File: src/rtl/vram_write_port.sv
// CPU-side VRAM port: buffers CPU writes in a small FIFO and drains them into the shared SRAM
// whenever the display does not own the port. Reads are ordered behind all earlier writes.
module vram_write_port #(
  parameter int unsigned FIFO_DEPTH = 4
) (
  input  logic        pixel_clock,
  input  logic        reset,
  input  logic        cpu_wr_req,
  input  logic        cpu_rd_req,
  input  logic [12:0] cpu_addr,
  input  logic [7:0]  cpu_wdata,
  output logic        cpu_ready,
  output logic [7:0]  cpu_rdata,
  output logic        cpu_rvalid,
  input  logic        mode_wr,
  input  logic [7:0]  mode_data,
  input  logic        frame_start,
  output logic        ag,
  output logic [2:0]  gm,
  output logic        css,
  input  logic        vid_slot,
  output logic        sram_en,
  output logic        sram_we,
  output logic [12:0] sram_addr,
  output logic [7:0]  sram_wdata,
  input  logic [7:0]  sram_rdata,
  output logic        drop_err
);

  localparam int unsigned PtrW = (FIFO_DEPTH > 1) ? $clog2(FIFO_DEPTH) : 1;
  localparam int unsigned CntW = PtrW + 1;

  typedef enum logic [2:0] {
    StIdle,
    StWrDrain,
    StRdWaitq,
    StRdIssue,
    StRdCapture
  } state_e;

  state_e          state_q;
  logic [20:0]     fifo_q [FIFO_DEPTH];
  logic [PtrW-1:0] wr_ptr_q, rd_ptr_q;
  logic [CntW-1:0] count_q, count_d;
  logic            rd_pending_q;
  logic [12:0]     rd_addr_q;
  logic [7:0]      rdata_q;
  logic            rvalid_q, drop_err_q;
  logic            ag_q, css_q;
  logic [2:0]      gm_q;
  // Only the mode bits that reach ag/css/gm are kept.
  logic [4:0]      shadow_q;
  logic [4:0]      mode_src;
  logic            unused_mode_bits;

  logic fifo_full, fifo_empty, push, pop, rd_accept, draining;

  assign fifo_full  = (count_q == CntW'(FIFO_DEPTH));
  assign fifo_empty = (count_q == '0);
  assign cpu_ready  = ~fifo_full & ~rd_pending_q;
  assign push       = cpu_wr_req & cpu_ready;
  assign rd_accept  = cpu_rd_req & ~cpu_wr_req & cpu_ready;
  assign draining   = (state_q == StWrDrain) || (state_q == StRdWaitq);
  assign pop        = draining & ~vid_slot & ~fifo_empty;
  assign count_d    = count_q + CntW'(push) - CntW'(pop);

  assign mode_src         = mode_wr ? mode_data[7:3] : shadow_q;
  assign unused_mode_bits = ^mode_data[2:0];

  assign cpu_rdata  = rdata_q;
  assign cpu_rvalid = rvalid_q;
  assign drop_err   = drop_err_q;
  assign ag         = ag_q;
  assign gm         = gm_q;
  assign css        = css_q;

  // SRAM drive is combinational so a display-owned slot blocks the access in the same cycle.
  always_comb begin
    sram_en    = 1'b0;
    sram_we    = 1'b0;
    sram_addr  = '0;
    sram_wdata = '0;
    if (pop) begin
      sram_en                 = 1'b1;
      sram_we                 = 1'b1;
      {sram_addr, sram_wdata} = fifo_q[rd_ptr_q];
    end else if ((state_q == StRdIssue) && !vid_slot) begin
      sram_en   = 1'b1;
      sram_addr = rd_addr_q;
    end
  end

  always_ff @(posedge pixel_clock) begin
    if (push) begin
      fifo_q[wr_ptr_q] <= {cpu_addr, cpu_wdata};
    end
  end

  always_ff @(posedge pixel_clock or negedge reset) begin
    if (!reset) begin
      state_q      <= StIdle;
      wr_ptr_q     <= '0;
      rd_ptr_q     <= '0;
      count_q      <= '0;
      rd_pending_q <= 1'b0;
      rd_addr_q    <= '0;
      rdata_q      <= 8'h00;
      rvalid_q     <= 1'b0;
      drop_err_q   <= 1'b0;
      ag_q         <= 1'b0;
      gm_q         <= 3'b000;
      css_q        <= 1'b0;
      shadow_q     <= '0;
    end else begin
      rvalid_q <= 1'b0;
      count_q  <= count_d;
      if (push) begin
        wr_ptr_q <= wr_ptr_q + PtrW'(1);
      end
      if (pop) begin
        rd_ptr_q <= rd_ptr_q + PtrW'(1);
      end
      // A read colliding with a write is dropped just like a request made while not ready.
      if (((cpu_wr_req | cpu_rd_req) & ~cpu_ready) | (cpu_wr_req & cpu_rd_req)) begin
        drop_err_q <= 1'b1;
      end
      if (rd_accept) begin
        rd_pending_q <= 1'b1;
        rd_addr_q    <= cpu_addr;
      end

      unique case (state_q)
        StIdle: begin
          if (rd_accept || rd_pending_q) begin
            state_q <= StRdWaitq;
          end else if (!fifo_empty) begin
            state_q <= StWrDrain;
          end
        end
        StWrDrain: begin
          if (rd_accept || rd_pending_q) begin
            state_q <= StRdWaitq;
          end else if (count_d == '0) begin
            state_q <= StIdle;
          end
        end
        StRdWaitq: begin
          if (count_d == '0) begin
            state_q <= StRdIssue;
          end
        end
        StRdIssue: begin
          if (!vid_slot) begin
            state_q <= StRdCapture;
          end
        end
        StRdCapture: begin
          rdata_q      <= sram_rdata;
          rvalid_q     <= 1'b1;
          rd_pending_q <= 1'b0;
          state_q      <= StIdle;
        end
        default: state_q <= StIdle;
      endcase

      if (mode_wr) begin
        shadow_q <= mode_data[7:3];
      end
      if (frame_start) begin
        ag_q  <= mode_src[0];
        css_q <= mode_src[1];
        gm_q  <= mode_src[4:2];
      end
    end
  end

endmodule

File: config.mk
export PLATFORM = sky130hd
export DESIGN_NAME = vram_write_port
export DESIGN_NICKNAME = d
export VERILOG_FILES = /design/src/rtl/vram_write_port.sv
export SDC_FILE = /design/constraint.sdc
export NUM_CORES = 1
export LEC_CHECK = 0
export ABC_AREA = 1
export CAP_MARGIN = 10
export CORE_UTILIZATION = 53
export CTS_CLUSTER_DIAMETER = 80
export DETAILED_ROUTE_END_ITERATION = 7
export GPL_ROUTABILITY_DRIVEN = 0
export PLACE_DENSITY = 0.79
export SETUP_SLACK_MARGIN = 0.1
export SKIP_CTS_REPAIR_TIMING = 1
export SYNTH_ARGS = -nofsm -noshare
export SYNTH_HDL_FRONTEND = slang
export SYNTH_SLANG_ARGS = --single-unit
File: constraint.sdc
create_clock -name pixel_clock -period 3.3 [get_ports pixel_clock]
set_clock_uncertainty 0.15 [all_clocks]
set_input_delay 0.495 -clock pixel_clock [delete_from_list [all_inputs] [get_ports pixel_clock]]
set_output_delay 0.495 -clock pixel_clock [all_outputs]
set_load 0.03 [all_outputs]
==> flow_metrics.py, run 1 <==
metrics = {
    "outcome": {
        "status": "complete, but fails checks",
        "violations": "DRC",
    },
    "sta": {
        "post-route-worst-setup-slack_ps": 144.3,
        "final_setup_tns_ps": 0,
        "hold_violations": 0,
        "setup_violations": 0,
        "final.min_clock_period_ps": 3156,
        "max_slew.worst_pin.slew_ps": 1014,
        "maxSlewViolCount": 0,
        "fmax_mhz": 316.9,
        "period_share": 0.9563,
        "rsz0062_at_grt": "yes",
        "maxSlewHeadroom": 0.3240,
    },
    "final_layout": {
        "layout.core_utilization": 0.7045,
        "layout.cells.most_common": "edfxtp_1",
        "layout-drive-gt1-share": 0.1568,
        "final_area_um2": 6823,
        "fin_nets": 579,
        "area_growth_pct": 29.49,
        "antennaDiodeCount": 0,
        "mostFrequentLayoutCells": "edfxtp_1, nand2_1, nor2_1, clkdlybuf4s50_1, o21ai_0",
    },
    "routing": {
        "first_pass_iters": 6,
        "drc_errors": 1,
        "routed_wire_length_per_instance_um": 16.40,
        "via_count": 3492,
        "postRouteWirelength_um": 11070,
        "drt_iter0_markers": 193,
        "postRouteAntennaNets": 0,
        "detail_route.vias_per_cell": 5.173,
    },
    "synth": {
        "yosysWarningCount": 0,
        "synth.top_cell.area_share": 0.4787,
        "synth.net_count": 488,
        "synth.top_cells.by_area": "edfxtp_1, dfrtp_1, nand2_1",
        "syn-mean-instance-area_um2": 12.03,
        "post_synth_top_area_cell": "edfxtp_1",
        "ys_ff_latch": 128,
        "sequential_element_share_of_the_synthesized_area": 0.6877,
        "synth.distinct_cells": 25,
        "synth_area_um2": 5269,
        "postSynthCellCount": 438,
    },
    "critical_path": {
        "startpoint_of_the_worst_register_to_register_path": "count_q[1]$_DFF_PN0_",
        "worstPathRequired_ps": 2650,
        "timing.critical_path.arrival_ps": 2510,
        "cpMaxStageDelayCell": "clkdlybuf4s50_1",
        "critPathCaptureType": "primary output",
        "reg2reg_to": "state_q[1]$_DFFE_PN0P_",
        "worstPathMaxFanout": 13,
        "r2r_setup_slack_ps": 690,
        "critical_path_cell_list": "clkinvlp_4, buf_4, nor2_1, o21ai_0, a21oi_1, clkdlybuf4s50_1",
        "worstSetupStartpointType": "flip-flop",
        "number_of_cells_traversed_by_the_worst_register_to_register_path": 14,
        "startpoint_to_endpoint_class_of_the_critical_path": "flip-flop to primary output",
        "cp_slowest_stage_delay_ps": 680,
    },
    "floorplanning": {
        "design.die.area_um2": 10340,
        "placeableCoreArea_um2": 9684,
        "floorplan.rows": 36,
        "io_pins": 83,
        "dieHeight_um": 101.7,
        "initial_utilization": 0.5441,
        "die_x_um": 101.7,
    },
    "place": {
        "place_worst_setup_slack_ps": 377.3,
        "place_hpwl_um": 6587,
        "post_dp_cell_area_um2": 6213,
        "buffer_ports.inserted": 79,
    },
    "run": {
        "drv.max_cap_violation_count": 0,
    },
    "power": {
        "power.share.switching": 0.3597,
        "clock_power_share": 0.288,
        "power.share.sequential": 0.351,
        "power_per_cell_area_nw_per_um2": 902.1,
        "p_leak_nw": 2.873,
        "net-switching-power_mw": 2.214,
        "ir_drop_v": 0.0005394,
        "p_int_mw": 3.941,
        "comb_power_share": 0.361,
    },
    "clock_network": {
        "ctsLongestPathBuffers": 2,
        "clock-sinks": 128,
        "clock_tree_from_tritoncts": "done",
        "clk_pin_slew_worst_paths_ps": 60,
        "clk_root_buffer_cell": "clkbuf_8",
        "ctsHtreeMaxLevel": 4,
        "cts_made_buffers": 17,
        "insertion_delay_ps": 520,
    },
    "global_routing": {
        "antenna_found_initial": 0,
        "grt_pass1_vias": 3606,
        "grt_use_total": 0.2305,
        "grt_max_degree": 45,
        "global_route_wire_length_before_repair_um": 17190,
        "globalRouteOverflowTotal": 0,
    },
    "min_path": {
        "min-delay-path-class": "primary input to asynchronous set/reset pin",
    },
}
==> cells by family after synthesis <==
| kind of cell | synth area share |
|---|---|
| DFF | 0.6877 |
| muxes | 0.05628 |
| adders and majority gates | 0.01567 |
| AOI/OAI and AO/OA | 0.07243 |
| buffers and inverters | 0.03111 |
| xor gates and xnor gates | 0.004988 |
| and+or+nand+nor | 0.1318 |
==> per-layer routing <==
layer,up-vias,global-route usage,wire (um)
met4,0,0.1048,165
met5,-,0,0
met3,16,0.07798,906
li1,1694,-,-
met1,1660,0.2670,4388
met2,122,0.3888,5612
==> synthesized netlist by cell type (all sizes together) <==
master / count
edfxtp: 84
nand2: 83
nor2: 76
o21ai: 46
dfrtp: 44
mux2: 23
inv: 18
a21oi: 14
o22ai: 13
buf: 10
nand3: 9
clkbuf: 7
ha: 5
xor2: 3
clkinv: 2
fa: 1
==> worst max-delay path, delay by kind of cell (launching register included) <==
kind	cells	cell delay, ps
AOI/OAI and AO/OA	2	280
buffers and inverters	3	1190
and+or+nand+nor	1	140
DFF	1	390
==> state kept, by name, indices dropped and copies added (netlist names) <==
| register | flops |
|---|---|
| wr_ptr_q | 2 |
| fifo_q | 84 |
| rd_ptr_q | 2 |
| css | 1 |
| gm | 3 |
| cpu_rdata | 8 |
| drop_err | 1 |
| shadow_q | 5 |
| rd_pending_q | 1 |
| cpu_rvalid | 1 |
| rd_addr_q | 13 |
| ag | 1 |
| count_q | 3 |
| state_q | 3 |
==> layout make-up <==
cell class	count	area [um2]
flip-flops and latches	128	3623
clock buffers	19	431.7
well taps	133	166.4
repair buffers	89	889.6
fillers	660	2861
inverters	20	82.58
multi-input cells	273	1491
clock inverters	13	137.6
==> worst max path at each step <==
stage                       startpoint                     end  slack (ps)  depth (start not counted)
2_1_floorplan     count_q[1]$_DFF_PN0_  state_q[0]$_DFFE_PN0P_         410                         14
3_3_place_gp                  vid_slot            sram_addr[8]         400                          7
3_5_place_dp                  vid_slot            sram_addr[8]         380                          7
4_1_cts        rd_ptr_q[1]$_DFFE_PN0P_           sram_addr[10]          50                          7
5_1_grt         state_q[2]$_DFFE_PN0P_            sram_addr[8]          20                          8
6_report       rd_ptr_q[1]$_DFFE_PN0P_           sram_wdata[7]         140                          6
==> metrics by stage <==
step                      hold slack (ps)  instances  power [mW]
after detailed placement            313.8        643       4.394
after CTS                           24.09        675       6.181
after floorplan                     49.41        438       3.644
after global routing                87.95        675       6.476
final                               1.629        675       6.155
after global placement              311.3        643       4.304
==> power groups by stage <==
stage | Combinational (mW) | Sequential (mW) | Clock (mW)
2_1_floorplan | 1.37 | 2.27 | 0
3_3_place_gp | 2.14 | 2.16 | 0
3_5_place_dp | 2.22 | 2.18 | 0
4_1_cts | 2.24 | 2.15 | 1.79
5_1_grt | 2.43 | 2.19 | 1.86
6_report | 2.22 | 2.16 | 1.77
Power figures use the tool's default switching activity.
==> inputs of run 2 (changes only) <==
CAP_MARGIN = unset   (was 10)
CTS_CLUSTER_DIAMETER = unset   (was 80)
MAX_ROUTING_LAYER = met4   (was unset)
==> flow_metrics.py, run 2 (same netlist as run 1, synthesis figures left out) <==
metrics = {
    "critical_path": {
        "critPathCaptureType": "primary output",
        "worstPathMaxFanout": 13,
        "reg2reg_to": "state_q[1]$_DFFE_PN0P_",
        "startpoint_to_endpoint_class_of_the_critical_path": "flip-flop to primary output",
        "worstPathRequired_ps": 2650,
        "startpoint_of_the_worst_register_to_register_path": "count_q[1]$_DFF_PN0_",
        "r2r_setup_slack_ps": 700,
        "timing.critical_path.arrival_ps": 2530,
        "number_of_cells_traversed_by_the_worst_register_to_register_path": 14,
        "worstSetupStartpointType": "flip-flop",
    },
    "final_layout": {
        "area_growth_pct": 29.54,
        "layout.cells.most_common": "edfxtp_1",
        "regMostFlops": "fifo_q",
        "layout-drive-gt1-share": 0.1568,
        "final_area_um2": 6825,
        "mostFrequentLayoutCells": "edfxtp_1, nand2_1, nor2_1, clkdlybuf4s50_1, o21ai_0",
        "largest_register_ffs": 84,
        "antennaDiodeCount": 0,
        "fin_nets": 579,
    },
    "clock_network": {
        "cts_made_buffers": 17,
        "clock-sinks": 128,
        "clk_pin_slew_worst_paths_ps": 60,
        "insertion_delay_ps": 520,
        "clock_tree_from_tritoncts": "done",
        "clk_root_buffer_cell": "clkbuf_8",
        "ctsLongestPathBuffers": 2,
        "ctsHtreeMaxLevel": 4,
    },
    "place": {
        "post_dp_cell_area_um2": 6213,
        "place_hpwl_um": 6587,
        "buffer_ports.inserted": 79,
    },
    "sta": {
        "maxSlewViolCount": 0,
        "fmax_mhz": 315.1,
        "hold_violations": 0,
        "period_share": 0.9617,
        "final.min_clock_period_ps": 3174,
        "rsz0062_at_grt": "yes",
        "setup_violations": 0,
        "maxSlewHeadroom": 0.3097,
        "max_slew.worst_pin.slew_ps": 1036,
        "final_setup_tns_ps": 0,
    },
    "floorplanning": {
        "placeableCoreArea_um2": 9684,
        "dieHeight_um": 101.7,
        "design.die.area_um2": 10340,
        "io_pins": 83,
        "die_x_um": 101.7,
        "floorplan.rows": 36,
        "initial_utilization": 0.5441,
    },
    "global_routing": {
        "grt_use_total": 0.2380,
        "globalRouteOverflowTotal": 0,
        "grt_pass1_vias": 3594,
        "grt_max_degree": 45,
        "antenna_found_initial": 0,
        "global_route_wire_length_before_repair_um": 17170,
    },
    "routing": {
        "drc_errors": 1,
        "via_count": 3500,
        "postRouteWirelength_um": 11110,
        "routed_wire_length_per_instance_um": 16.46,
        "first_pass_iters": 6,
        "drt_iter0_markers": 177,
        "postRouteAntennaNets": 0,
        "detail_route.vias_per_cell": 5.185,
    },
    "power": {
        "p_leak_nw": 2.890,
        "power_per_cell_area_nw_per_um2": 902.1,
        "report.power.total_mw": 6.157,
        "ir_drop_v": 0.0005401,
    },
    "run": {
        "drv.max_cap_violation_count": 0,
    },
    "outcome": {
        "violations": "DRC",
        "status": "complete, but fails checks",
    },
    "min_path": {
        "min-delay-path-class": "primary input to asynchronous set/reset pin",
    },
}
==> run 2: power breakdown <==
group          switching (mW)  internal, mW  leakage, nW  total, mW
logic                    1.38         0.846         1.34       2.22
clock network           0.679          1.09        0.276       1.77
registers               0.160          2.00         1.28       2.16
==> run 2: critical path, stage by stage (launching register included) <==
cell             delay (ps)
dfrtp_1                 390
clkinvlp_4              260
buf_4                   260
nor2_1                  140
o21ai_0                 130
a21oi_1                 160
clkdlybuf4s50_1         680
==> run 2: metrics by stage <==
stage / utilization / hold WS (ps) / instances / setup WS (ps)
5_1_grt: 0.7048 / 84.80 / 675 / 19.49
2_1_floorplan: - / 49.41 / 438 / 411.7
4_1_cts: 0.7004 / 24.09 / 675 / 51.29
3_3_place_gp: 0.6416 / 311.3 / 643 / 402.0
3_5_place_dp: 0.6416 / 313.8 / 643 / 377.3
6_report: 0.7048 / 7.559 / 675 / 126.4
==> run 2: routing by layer <==
| metal | vias up | GRT usage | wire length, um | part of all wire |
|---|---|---|---|---|
| li1 | 1693 | - | - | - |
| met1 | 1672 | 0.2727 | 4580 | 0.41 |
| met2 | 117 | 0.3877 | 5625 | 0.51 |
| met3 | 18 | 0.07522 | 718 | 0.065 |
| met4 | 0 | 0.09810 | 184 | 0.017 |
| met5 | - | - | 0 | 0 |
==> run 2: final cells by class <==
| class | count | area (um2) |
|---|---|---|
| sequential | 128 | 3623 |
| tap | 133 | 166.4 |
| inverter | 20 | 82.58 |
| timing repair buffer | 89 | 892.1 |
| clock inverter | 13 | 137.6 |
| clock buffer | 19 | 431.7 |
| multi-input combinational | 273 | 1491 |
| fill | 658 | 2859 |
==> run 2: worst max-delay path by stage <==
stage | depth (start not counted) | slack, ps | startpoint | endpoint
floorplan | 14 | 410 | count_q[1]$_DFF_PN0_ | state_q[0]$_DFFE_PN0P_
global placement | 7 | 400 | vid_slot | sram_addr[8]
detailed placement | 7 | 380 | vid_slot | sram_addr[8]
CTS | 7 | 50 | rd_ptr_q[1]$_DFFE_PN0P_ | sram_addr[10]
global route | 8 | 20 | state_q[2]$_DFFE_PN0P_ | sram_addr[8]
finish | 6 | 130 | rd_ptr_q[1]$_DFFE_PN0P_ | sram_wdata[7]
